**config.mk**
```make
export PLATFORM = sky130hd
export DESIGN_NAME = bip_control
export DESIGN_NICKNAME = d
export VERILOG_FILES = /design/src/rtl/bip_pkg.sv /design/src/rtl/bip_decoder.sv /design/src/rtl/bip_control.sv
export SDC_FILE = /design/constraint.sdc
export NUM_CORES = 1
export LEC_CHECK = 0
export CAP_MARGIN = 20
export CELL_PAD_IN_SITES_DETAIL_PLACEMENT = 1
export CELL_PAD_IN_SITES_GLOBAL_PLACEMENT = 1
export CORE_MARGIN = 4
export CORE_UTILIZATION = 33
export DETAILED_ROUTE_END_ITERATION = 10
export PLACE_DENSITY = 0.79
export RECOVER_POWER = 100
export SLEW_MARGIN = 20
export SYNTH_ARGS = -nofsm -noshare
export SYNTH_HDL_FRONTEND = slang
export SYNTH_SLANG_ARGS = --single-unit
```
**constraint.sdc**
```tcl
create_clock -name i_clk -period 2.4 [get_ports i_clk]
set_clock_uncertainty 0.1 [all_clocks]
set_input_delay 0.48 -clock i_clk [delete_from_list [all_inputs] [get_ports i_clk]]
set_output_delay 0.48 -clock i_clk [all_outputs]
set_load 0.05 [all_outputs]
```
**src/rtl/bip_pkg.sv**
```systemverilog
// bip_pkg: shared encodings for the BIP1 control unit.
//   OP_*   : 5-bit opcodes (HLT..SUBI); all other opcodes decode as an illegal NOP
//   SELA_* : accumulator source selects
//   state_t: RUN/HALT machine state
//   ctrl_t : decoded control word driven by bip_decoder
package bip_pkg;

    localparam logic [4:0] OP_HLT  = 5'b00000;
    localparam logic [4:0] OP_STO  = 5'b00001;
    localparam logic [4:0] OP_LDV  = 5'b00010;
    localparam logic [4:0] OP_LDI  = 5'b00011;
    localparam logic [4:0] OP_ADD  = 5'b00100;
    localparam logic [4:0] OP_ADDI = 5'b00101;
    localparam logic [4:0] OP_SUB  = 5'b00110;
    localparam logic [4:0] OP_SUBI = 5'b00111;

    localparam logic [1:0] SELA_MEM = 2'b00;
    localparam logic [1:0] SELA_IMM = 2'b01;
    localparam logic [1:0] SELA_ALU = 2'b10;

    typedef enum logic {
        ST_RUN  = 1'b0,
        ST_HALT = 1'b1
    } state_t;

    typedef struct packed {
        logic [1:0] sel_a;
        logic       sel_b;
        logic       op;
        logic       wr_acc;
        logic       wr_ram;
        logic       rd_ram;
        logic       illegal;
    } ctrl_t;

endpackage

```
**src/rtl/bip_decoder.sv**
```systemverilog
// bip_decoder: purely combinational opcode -> control word for the BIP1 CPU.
//   i_opcode : instruction[15:11]
//   o_ctrl   : SelA/SelB/op/WrAcc/WrRam/RdRam plus illegal-opcode flag (ungated)
module bip_decoder
    import bip_pkg::*;
(
    input  logic [4:0] i_opcode,
    output ctrl_t      o_ctrl
);

    // Don't-care selects are driven 0 so unused fields stay quiet.
    always_comb begin
        o_ctrl = '0;
        case (i_opcode)
            OP_HLT:  o_ctrl = '0;
            OP_STO:  o_ctrl.wr_ram = 1'b1;
            OP_LDV:  begin o_ctrl.sel_a = SELA_MEM; o_ctrl.wr_acc = 1'b1; o_ctrl.rd_ram = 1'b1; end
            OP_LDI:  begin o_ctrl.sel_a = SELA_IMM; o_ctrl.wr_acc = 1'b1; end
            OP_ADD:  begin o_ctrl.sel_a = SELA_ALU; o_ctrl.wr_acc = 1'b1; o_ctrl.rd_ram = 1'b1; end
            OP_ADDI: begin o_ctrl.sel_a = SELA_ALU; o_ctrl.sel_b = 1'b1; o_ctrl.wr_acc = 1'b1; end
            OP_SUB:  begin o_ctrl.sel_a = SELA_ALU; o_ctrl.op = 1'b1; o_ctrl.wr_acc = 1'b1; o_ctrl.rd_ram = 1'b1; end
            OP_SUBI: begin o_ctrl.sel_a = SELA_ALU; o_ctrl.sel_b = 1'b1; o_ctrl.op = 1'b1; o_ctrl.wr_acc = 1'b1; end
            default: o_ctrl.illegal = 1'b1;
        endcase
    end

endmodule

```
**src/rtl/bip_control.sv**
```systemverilog
// bip_control: BIP1 control unit -- program counter, RUN/HALT FSM, executed-cycle
// counter and enable/halt gating of the decoded control word.
//   i_clk, i_rst (async, active-low), i_enable (0 = stall)
//   i_instruction : program memory data at o_addr_pm
//   o_addr_pm     : program counter
//   o_SelA/o_SelB/o_WrAcc/o_op : datapath controls
//   o_WrRam/o_RdRam           : data memory strobes
//   o_operand     : instruction[10:0]
//   o_halt, o_illegal, o_cycles : status
module bip_control
    import bip_pkg::*;
#(
    parameter int NB_DATA    = 16,
    parameter int NB_OPCODE  = 5,
    parameter int NB_OPERAND = 11,
    parameter int NB_ADDR    = 11,
    parameter int NB_CYCLES  = 32
) (
    input  logic                  i_clk,
    input  logic                  i_rst,
    input  logic                  i_enable,
    input  logic [NB_DATA-1:0]    i_instruction,
    output logic [NB_ADDR-1:0]    o_addr_pm,
    output logic [1:0]            o_SelA,
    output logic                  o_SelB,
    output logic                  o_WrAcc,
    output logic                  o_op,
    output logic                  o_WrRam,
    output logic                  o_RdRam,
    output logic [NB_OPERAND-1:0] o_operand,
    output logic                  o_halt,
    output logic                  o_illegal,
    output logic [NB_CYCLES-1:0]  o_cycles
);

    state_t                r_state;
    state_t                w_next_state;
    logic [NB_ADDR-1:0]    r_pc;
    logic [NB_CYCLES-1:0]  r_cycles;
    ctrl_t                 w_ctrl;
    logic [NB_OPCODE-1:0]  w_opcode;
    logic                  w_exec;
    logic                  w_is_hlt;

    assign w_opcode = i_instruction[NB_DATA-1 -: NB_OPCODE];
    assign w_is_hlt = w_opcode == OP_HLT;
    assign w_exec   = (r_state == ST_RUN) && i_enable;

    bip_decoder u_decoder (
        .i_opcode (w_opcode),
        .o_ctrl   (w_ctrl)
    );

    always_ff @(posedge i_clk or negedge i_rst) begin
        if (!i_rst)
            r_state <= ST_RUN;
        else
            r_state <= w_next_state;
    end

    // HALT is terminal; only reset leaves it.
    always_comb begin
        w_next_state = (w_exec && w_is_hlt) ? ST_HALT : r_state;
    end

    // The HLT cycle itself is counted but does not advance the PC.
    always_ff @(posedge i_clk or negedge i_rst) begin
        if (!i_rst) begin
            r_pc     <= '0;
            r_cycles <= '0;
        end else if (w_exec) begin
            if (!w_is_hlt)
                r_pc <= r_pc + 1'b1;
            if (r_cycles != '1)
                r_cycles <= r_cycles + 1'b1;
        end
    end

    // Strobes also fall with i_rst so they drop the moment reset asserts,
    // regardless of what the instruction at address 0 decodes to.
    always_comb begin
        o_addr_pm = r_pc;
        o_SelA    = w_ctrl.sel_a;
        o_SelB    = w_ctrl.sel_b;
        o_op      = w_ctrl.op;
        o_WrAcc   = w_ctrl.wr_acc & w_exec & i_rst;
        o_WrRam   = w_ctrl.wr_ram & w_exec & i_rst;
        o_RdRam   = w_ctrl.rd_ram & w_exec & i_rst;
        o_operand = i_instruction[NB_OPERAND-1:0];
        o_halt    = r_state == ST_HALT;
        o_illegal = w_ctrl.illegal;
        o_cycles  = r_cycles;
    end

endmodule

```
; Yosys cells after proc, flatten, opt, wreduce, memory -nomap -nowiden
; Index checks and enable logic that the tools add are counted.
[word_totals]
reg_bits = 44
in_bits = 19
output_inout_bits = 63
wordCells = 39
[classes]
addsub = 2
n_eq_ne = 8
muxes = 7
n_bitwise = 8
reduce_logical = 11
[ops]
columns = operator, count
row1 = "adder 32 x 1 -> 32 bit, second input constant", 1
row2 = "!= test 32 bit, second input constant", 1
row3 = "equality test 5 x 3 -> 1 bit, second input constant", 4
row4 = "adder 11 x 1 -> 11 bit, second input constant", 1
row5 = "equality test 5 x 2 -> 1 bit, second input constant", 2
row6 = OR reduction 8 bit, 1
row7 = bitwise AND 1 bit, 6
row8 = two-way mux 1 bit, 6
row9 = OR reduction 6 bit, 1
row10 = "equality test 5 x 1 -> 1 bit, second input constant", 1
row11 = zero test 5 bit, 1
row12 = case mux 2 bit (2 select lines), 1
row13 = AND reduction 2 bit, 2
row14 = OR reduction 2 bit, 2
row15 = OR reduction 4 bit, 1
row16 = OR reduction 3 bit, 1
row17 = logical AND 1 bit, 2
row18 = NOT 1 bit, 2

; Logic depth before layout (Yosys ltp)
; Gate-level depths: netlist of the first run.
[depth]
word_depth = 5
depth_mapped = 7
mapped_depth_nobuf = 6

; Cells and area by module
; A second synthesis of the first run with hierarchy kept.
[hier_totals]
hier_cells = 216
hier_area_um2 = 2331.0
[by_module_without_submodules]
columns = mod, instances, cells_per_inst, area_per_inst_um2, seq_area_each_um2
row1 = bip_control, 1, 206, 2249.7, 1101.1
row2 = bip_decoder, 1, 10, 81.3, 0.0

; Worst setup path after synthesis of the first run
; No wires, ideal clock.
[synth_path]
kind = input to output
start = input port i_instruction[15]
end = output port o_RdRam
t_arrival_ns = 2.528
required_ns = 1.820
setup_slack_ns = -0.708
stages = 3
n_path_buf = 0
path_cell_list = nor2_1 inv_1 nor4_1
[synth_via]
elab_chain_len = 5
elab_cells_between_ends = 7
classes_between = 3 x eq/ne / 1 x mux / 2 x bitwise / 1 x reduce/logical
[synth_lines]
columns = item, line
row1 = "start, declared", bip_control.sv:22  ; input logic [NB_DATA-1:0] i_instruction,
row2 = equality test 5 x 2 -> 1 bit / equality test 5 x 3 -> 1 bit (equally long branches), bip_decoder.sv:14  ; case (i_opcode)
row3 = OR reduction 3 bit (no line) (*), --
row4 = two-way mux 1 bit (*), bip_decoder.sv:14
row5 = bitwise AND 1 bit (*) (2 in series), bip_control.sv:88  ; o_RdRam = w_ctrl.rd_ram & w_exec & i_rst;
row6 = "end, declared", bip_control.sv:29  ; output logic o_RdRam,
; Every way passes the cells marked *; elsewhere a longest branch is shown, timed or not.

; Worst setup path in the final report of the first run
[layout_path]
start = input port i_instruction[11]
end = output port o_WrRam
[layout_via]
elab_chain_len = 4
[layout_lines]
columns = item, line
row1 = equality test 5 x 1 -> 1 bit, bip_decoder.sv:14
row2 = two-way mux 1 bit, bip_decoder.sv:14
row3 = bitwise AND 1 bit (2 in series), bip_control.sv:87  ; o_WrRam = w_ctrl.wr_ram & w_exec & i_rst;
row4 = "end, declared", bip_control.sv:28  ; output logic o_WrRam,
; No other way between the ends.

==> results of run 1 <==
critical path: cells and delay by family:
| family | cells | cell delay, ps |
|---|---|---|
| buffers and inverters | 2 | 830 |
| and+or+nand+nor | 2 | 450 |
metal layers:
layer	wire length [µm]	vias up	GRT usage, %
met5	0	-	0
met4	86	0	4.59
met3	261	12	3.42
met1	2700	906	19.8
li1	-	859	-
met2	2910	41	25.5
cell usage after synthesis (2+ instances only):
cell type / n / area, µm²
mux2_2: 2 / 22.5
and4_1: 2 / 17.5
a21oi_1: 2 / 10.0
nor3_1: 10 / 50.1
ha_1: 2 / 25.0
a31oi_1: 4 / 25.0
nand3_1: 23 / 115
nand4_1: 7 / 43.8
dfrtp_1: 44 / 1100
nand2_1: 16 / 60.1
clkbuf_1: 2 / 7.51
xnor2_1: 26 / 228
nand2b_1: 2 / 12.5
buf_4: 11 / 82.6
and3_1: 15 / 93.8
xor2_1: 14 / 123
nor2_1: 9 / 33.8
nor4_1: 5 / 31.3
power by group through the flow:
stage / sequential [µW] / clock, µW / combinational (µW)
after floorplan: 1390 / 0 / 263
after CTS: 1020 / 510 / 978
after detailed placement: 1020 / 0 / 967
final: 1020 / 490 / 962
after global placement: 1020 / 0 / 948
after global routing: 1040 / 546 / 1030
through the flow:
step / instance area [µm²] / std cells / power (µW)
2_1_floorplan: 2260 / 210 / 1650
3_3_place_gp: 3030 / 346 / 1970
3_5_place_dp: 3030 / 346 / 1990
4_1_cts: 3130 / 354 / 2500
5_1_grt: 3110 / 354 / 2620
6_report: 3110 / 354 / 2470
how the worst max path moves through the flow:
stage / from / endpoint / slack [ps] / cells after the start
after global placement: i_instruction[15] / o_RdRam / 60 / 5
after floorplan: i_instruction[15] / o_RdRam / -140 / 3
after CTS: i_instruction[15] / o_RdRam / 30 / 5
after detailed placement: i_enable / o_cycles[27] / -70 / 7
final: i_instruction[11] / o_WrRam / 60 / 4
after global routing: i_instruction[15] / o_RdRam / -4 / 5
registers in the layout, indices dropped and copies added, names as in the netlist:
register and cells:
o_addr_pm 11, o_cycles 32, o_halt 1
cell families after synthesis:
family | after synthesis | synth area share, %
fa+ha+maj | 2 | 1.12
flops | 44 | 49.4
compound gates | 10 | 3.65
buf+inv | 14 | 4.21
simple gates | 98 | 24.8
xor+xnor | 40 | 15.7
mux | 2 | 1.01
area by class of cell:
| class | count | area share [%] |
|---|---|---|
| Tap cell | 77 | 3.10 |
| Clock buffer | 7 | 2.78 |
| Multi-Input combinational cell | 152 | 34.3 |
| Inverter | 1 | 0.121 |
| Timing Repair Buffer | 72 | 24.0 |
| Clock inverter | 1 | 0.242 |
| Sequential cell | 44 | 35.5 |
timing repair:
action / 4_1_cts / 5_1_grt
endpoints found under the setup margin: 1 / 4
pin swaps: 0 / 0
buffers inserted: 0 / 0
gates resized for setup: 1 / 1
gates cloned: 0 / 0
==> impl_results.md, run 1 <==
- Multi-input combinational cell area: 0.00107 mm²
- Sequential fraction of the synthesis area: 49.4%
- Synthesized instance count: 210
- Maximum capacitance violations: 0
- Worst-margin pin slew: 1080 ps
- Finished Core Util: 48.1%
- Worst flop-to-flop path startpoint: o_cycles[7]
- Area of the core: 0.00646 mm²
- Register Area: 0.00110 mm²
- Gpl congestion: 0.840
- Hold endpoint: o_addr_pm[10]
- Vias: 1818
- Number of cells on the worst reg-to-reg path: 6
- Clock power frac: 19.9%
- Worst path required time: 1820 ps
- Switching Share: 42.1%
- DP HPWL: 4520 µm
- Most common cell after layout, fill and taps aside: clkdlybuf4s50_1
- Worst hold slack: 400 ps
- Max incr delay on CP: 650 ps
- Outcome: complete, no violations
- Depth of the CTS H-tree: 2
- Row Count: 29
- Global-route wire length before repair: 10200 µm
- Internal reg-to-reg setup slack: 230 ps
- Fin worst setup slack: 64.4 ps
- CP arrival: 1760 ps
- Mean Syn Cell Area: 10.6 µm²
- Initial antenna violation count: 0
- Fillers: 733
- Die X: 90.2 µm
- CTS tree: yes
- Layout overhead on the synthesized area: 39.4%
- Hold Vio Cnt, Final: 0
- Vert. Die Dim: 90.2 µm
- Rel. slew slack: 28.2%
- Nets: 297
- Post-synth EDFFs: 0
- Slowest CP cell: dlygate4sd3_1
- Clock sink count: 44
- Ys Warns: 0
- Num CTS Buffers: 5
- Setup TNS: 0 ps
- Ys async rst share: 100%
- Clk Tree Root Cell: clkbuf_8
- # diodes: 0
- Worst-path maximum fanout: 4
- Drt drc: 0
- Commonest cells after routing, fill and taps aside: clkdlybuf4s50_1 (49), dfrtp_1 (44), xnor2_1 (26)
- Fmax: 0.428 GHz
- Wirelength per Cell: 16.8 µm
- Post-Place Setup Slack: -66.9 ps
- FF-to-FF End: o_cycles[6]
- Post-Route WL: 5960 µm
- Synth unique cells: 32
- CTS Buffer Depth: 2
- Reg clk slew, reported paths: 80 ps
- Vias per cell: 5.14
- Grt ovf: 0
- Layout cells sized above 1: 14.1%
- Min-delay src: o_addr_pm[10]
- Worst vdd ir: 0.000718 V
- Hold buffers post-CTS: 0
- Cell Chain, Critical Path: dlygate4sd3_1 -> nand2_1 -> nor4_4 -> buf_12
- Reg power frac: 41.2%
- Ys flop type: dfrtp_1
- Largest net degree at the start of global routing: 45
- Number of port buffers: 59
- Antenna viol nets, final: 0
- Synthesized area: 0.00223 mm²
- Iter 0 DRT Violations: 72
- Hold path cells: 1
- Die area: 0.00813 mm²
- Net Sw Power: 1040 µW
- Flops & latches, synth: 44
- Cell area power density: 795 mW/mm²
- CP endpoint kind: primary output
- Worst hold path class: reg2reg
- Fin crit period: 2340 ps
- Clk_lat worst skew: 300 ps
- Tot GR Track Use: 15.3%
- P_int: 1430 µW
- Max Slew Vio Count: 0
- Setup crit start kind: input pin
- Vias in the first global route: 2008
- TritonRoute pass-1 iters: 4
- Kind of critical path: in2out
- # IOs: 82
- Setup violators final: 0
- Starting Density: 34.5%
- Mapped Nets: 231
- Logic gate share of total power: 39.0%
- Crit share post-route: 97.3%
- Leak pwr: 0.00132 µW
(Power assumes the default switching activity.)
==> run 2, diff against run 1 <==
--- a/config.mk
+++ b/config.mk
@@ -13,6 +13,7 @@
 export DETAILED_ROUTE_END_ITERATION = 10
 export PLACE_DENSITY = 0.79
 export RECOVER_POWER = 100
+export SETUP_SLACK_MARGIN = 0.15
 export SLEW_MARGIN = 20
 export SYNTH_ARGS = -nofsm -noshare
 export SYNTH_HDL_FRONTEND = slang
==> run 2 against run 1 <==
Effect of this change:
- clock power is 1% higher
- cell count increased by 0.28%
- worst setup slack improved by 99 ps
- core utilization is essentially flat
- largest cell class unchanged
- combinational power fell by 5.6%
- largest power group unchanged
- global-route usage hardly changed
- highest routed layer unchanged
==> impl_results.md, run 2 (synthesis results as in run 1) <==
- Depth of the CTS H-tree: 2 (unchanged)
- Fmax: 0.447 GHz (was 0.428 GHz)
- Worst vdd ir: 0.000571 V (was 0.000718 V)
- Drt drc: 0 (unchanged)
- Max FFs per register: 32 (unchanged)
- Worst flop-to-flop path startpoint: o_cycles[0] (was o_cycles[7])
- Vias per cell: 5.19 (was 5.14)
- Max incr delay on CP: 910 ps (was 650 ps)
- Hold Vio Cnt, Final: 0 (unchanged)
- Row Count: 29 (unchanged)
- # diodes: 0 (unchanged)
- CP arrival: 1660 ps (was 1760 ps)
- Clk Tree Root Cell: clkbuf_8 (unchanged)
- Worst hold path class: reg2reg (unchanged)
- Iter 0 DRT Violations: 69 (was 72)
- Most common cell after layout, fill and taps aside: dlygate4sd3_1 (was clkdlybuf4s50_1)
- Die area: 0.00813 mm² (unchanged)
- Die X: 90.2 µm (unchanged)
- Reg clk slew, reported paths: 80 ps (about the same)
- Worst-path maximum fanout: 6 (was 4)
- Worst-margin pin slew: 1080 ps (about the same)
- Critical Path Start: o_cycles[4] (was i_instruction[11])
- Crit share post-route: 93.2% (was 97.3%)
- Starting Density: 34.5% (unchanged)
- Clock sink count: 44 (unchanged)
- Layout overhead on the synthesized area: 39.6% (was 39.4%)
- Setup violators final: 0 (unchanged)
- Largest net degree at the start of global routing: 45 (unchanged)
- Number of port buffers: 59 (unchanged)
- Rel. slew slack: 28.3% (was 28.2%)
- Post-Route WL: 5930 µm (was 5960 µm)
- CTS Buffer Depth: 2 (unchanged)
- Hold buffers post-CTS: 0 (unchanged)
- CTS tree: yes (unchanged)
- Antenna viol nets, final: 0 (unchanged)
- Tot GR Track Use: 15.3% (about the same)
- Layout cells sized above 1: 18.3% (was 14.1%)
- Slowest CP cell: dlygate4sd3_1 (unchanged)
- Global-route wire length before repair: 10200 µm (about the same)
- Fillers: 744 (was 733)
- Hold endpoint: o_addr_pm[10] (unchanged)
- Max Slew Vio Count: 0 (unchanged)
- Vias in the first global route: 2032 (was 2008)
- FF-to-FF End: o_cycles[18] (was o_cycles[6])
- Setup crit start kind: register (was input pin)
- Number of cells on the worst reg-to-reg path: 6 (unchanged)
- Leak pwr: 0.00147 µW (was 0.00132 µW)
- Internal reg-to-reg setup slack: 190 ps (was 230 ps)
- Vias: 1843 (was 1818)
- DP HPWL: 4480 µm (was 4520 µm)
- Fin crit period: 2240 ps (was 2340 ps)
- Hold path cells: 1 (unchanged)
- Grt ovf: 0 (unchanged)
- Commonest cells after routing, fill and taps aside: dlygate4sd3_1 (43), dfrtp_1 (35), xnor2_1 (26) (was clkdlybuf4s50_1 (49), dfrtp_1 (44), xnor2_1 (26))
- Cell area power density: 776 mW/mm² (was 795 mW/mm²)
- Area of the core: 0.00646 mm² (unchanged)
- Outcome: complete, no violations (unchanged)
- Multi-input combinational cell area: 0.00105 mm² (was 0.00107 mm²)
- Worst hold slack: 382 ps (was 400 ps)
- Clk_lat worst skew: 300 ps (about the same)
- Cell Chain, Critical Path: dlygate4sd3_1 (was dlygate4sd3_1 -> nand2_1 -> nor4_4 -> buf_12)
- Initial antenna violation count: 0 (unchanged)
- Setup TNS: 0 ps (unchanged)
- WP buf/inv: 1 (was 2)
- Min-delay src: o_addr_pm[10] (unchanged)
- Maximum capacitance violations: 0 (unchanged)
- RSZ-0062 raised after global routing: false
- TritonRoute pass-1 iters: 4 (unchanged)
- Num CTS Buffers: 5 (unchanged)
- Kind of critical path: reg2out (was in2out)
- Worst path required time: 1820 ps (about the same)
- Register Area: 0.00111 mm² (was 0.00110 mm²)
- Wirelength per Cell: 16.7 µm (was 16.8 µm)
- Critical path's top delay family: buffers and inverters (unchanged)
- Gpl congestion: 0.768 (was 0.840)
- Nets: 298 (was 297)
- CP endpoint kind: primary output (unchanged)
- Vert. Die Dim: 90.2 µm (unchanged)
- # IOs: 82 (unchanged)
## run 2: how the worst max path moves through the flow
stage	to	depth (start not counted)
after global routing	o_cycles[4]	1
final	o_cycles[4]	1
after floorplan	o_WrRam	3
after CTS	o_RdRam	4
after global placement	o_RdRam	5
after detailed placement	o_cycles[23]	7
## run 2: metrics by stage
| step | utilization [%] | instance area, µm² | total power, µW | std cells | worst slack, ps |
|---|---|---|---|---|---|
| finish | 48.1 | 3110 | 2410 | 355 | 164 |
| global route | 48.1 | 3110 | 2540 | 355 | 94.0 |
| CTS | 49.1 | 3170 | 2500 | 355 | 125 |
| detailed placement | 47.0 | 3030 | 1990 | 345 | -61.4 |
| global placement | 47.0 | 3030 | 1970 | 345 | 68.7 |
| floorplan | - | 2270 | 1660 | 210 | -81.3 |
## run 2: worst reg2reg max path: stages (launching register included)
cell	delay (ps)
dfrtp_1	430
ha_1	240
nand3_1	160
or4_1	540
o211a_2	300
and3_1	190
xor2_1	140
## run 2: area by class of cell
class / instances / area share, %
flip-flops and latches: 44 / 35.8
multi-input cells: 152 / 33.8
repair buffers: 73 / 24.2
well taps: 77 / 3.10
clock buffers: 6 / 2.66
clock inverters: 2 / 0.322
inverters: 1 / 0.121
## run 2: per-layer routing
layer | vias up | global-route usage, % | routed length [µm]
met5 | - | 0 | 0
met4 | 0 | 4.21 | 60
met3 | 7 | 4.59 | 276
met2 | 42 | 25.2 | 2940
met1 | 930 | 19.5 | 2650
li1 | 864 | - | -
## run 2: power breakdown
part           switching, µW  total (µW)  internal [µW]
logic                    614         908            294
clock network            265         495            230
registers                150        1010            857
## run 2: timing repair
| action | in CTS | in global routing |
|---|---|---|
| setup endpoints to repair | 4 | 4 |
| gates resized for setup | 8 | 8 |
| pin swaps | 4 | 3 |
| setup buffers | 2 | 0 |
| endpoints found under the hold margin | 0 | 0 |
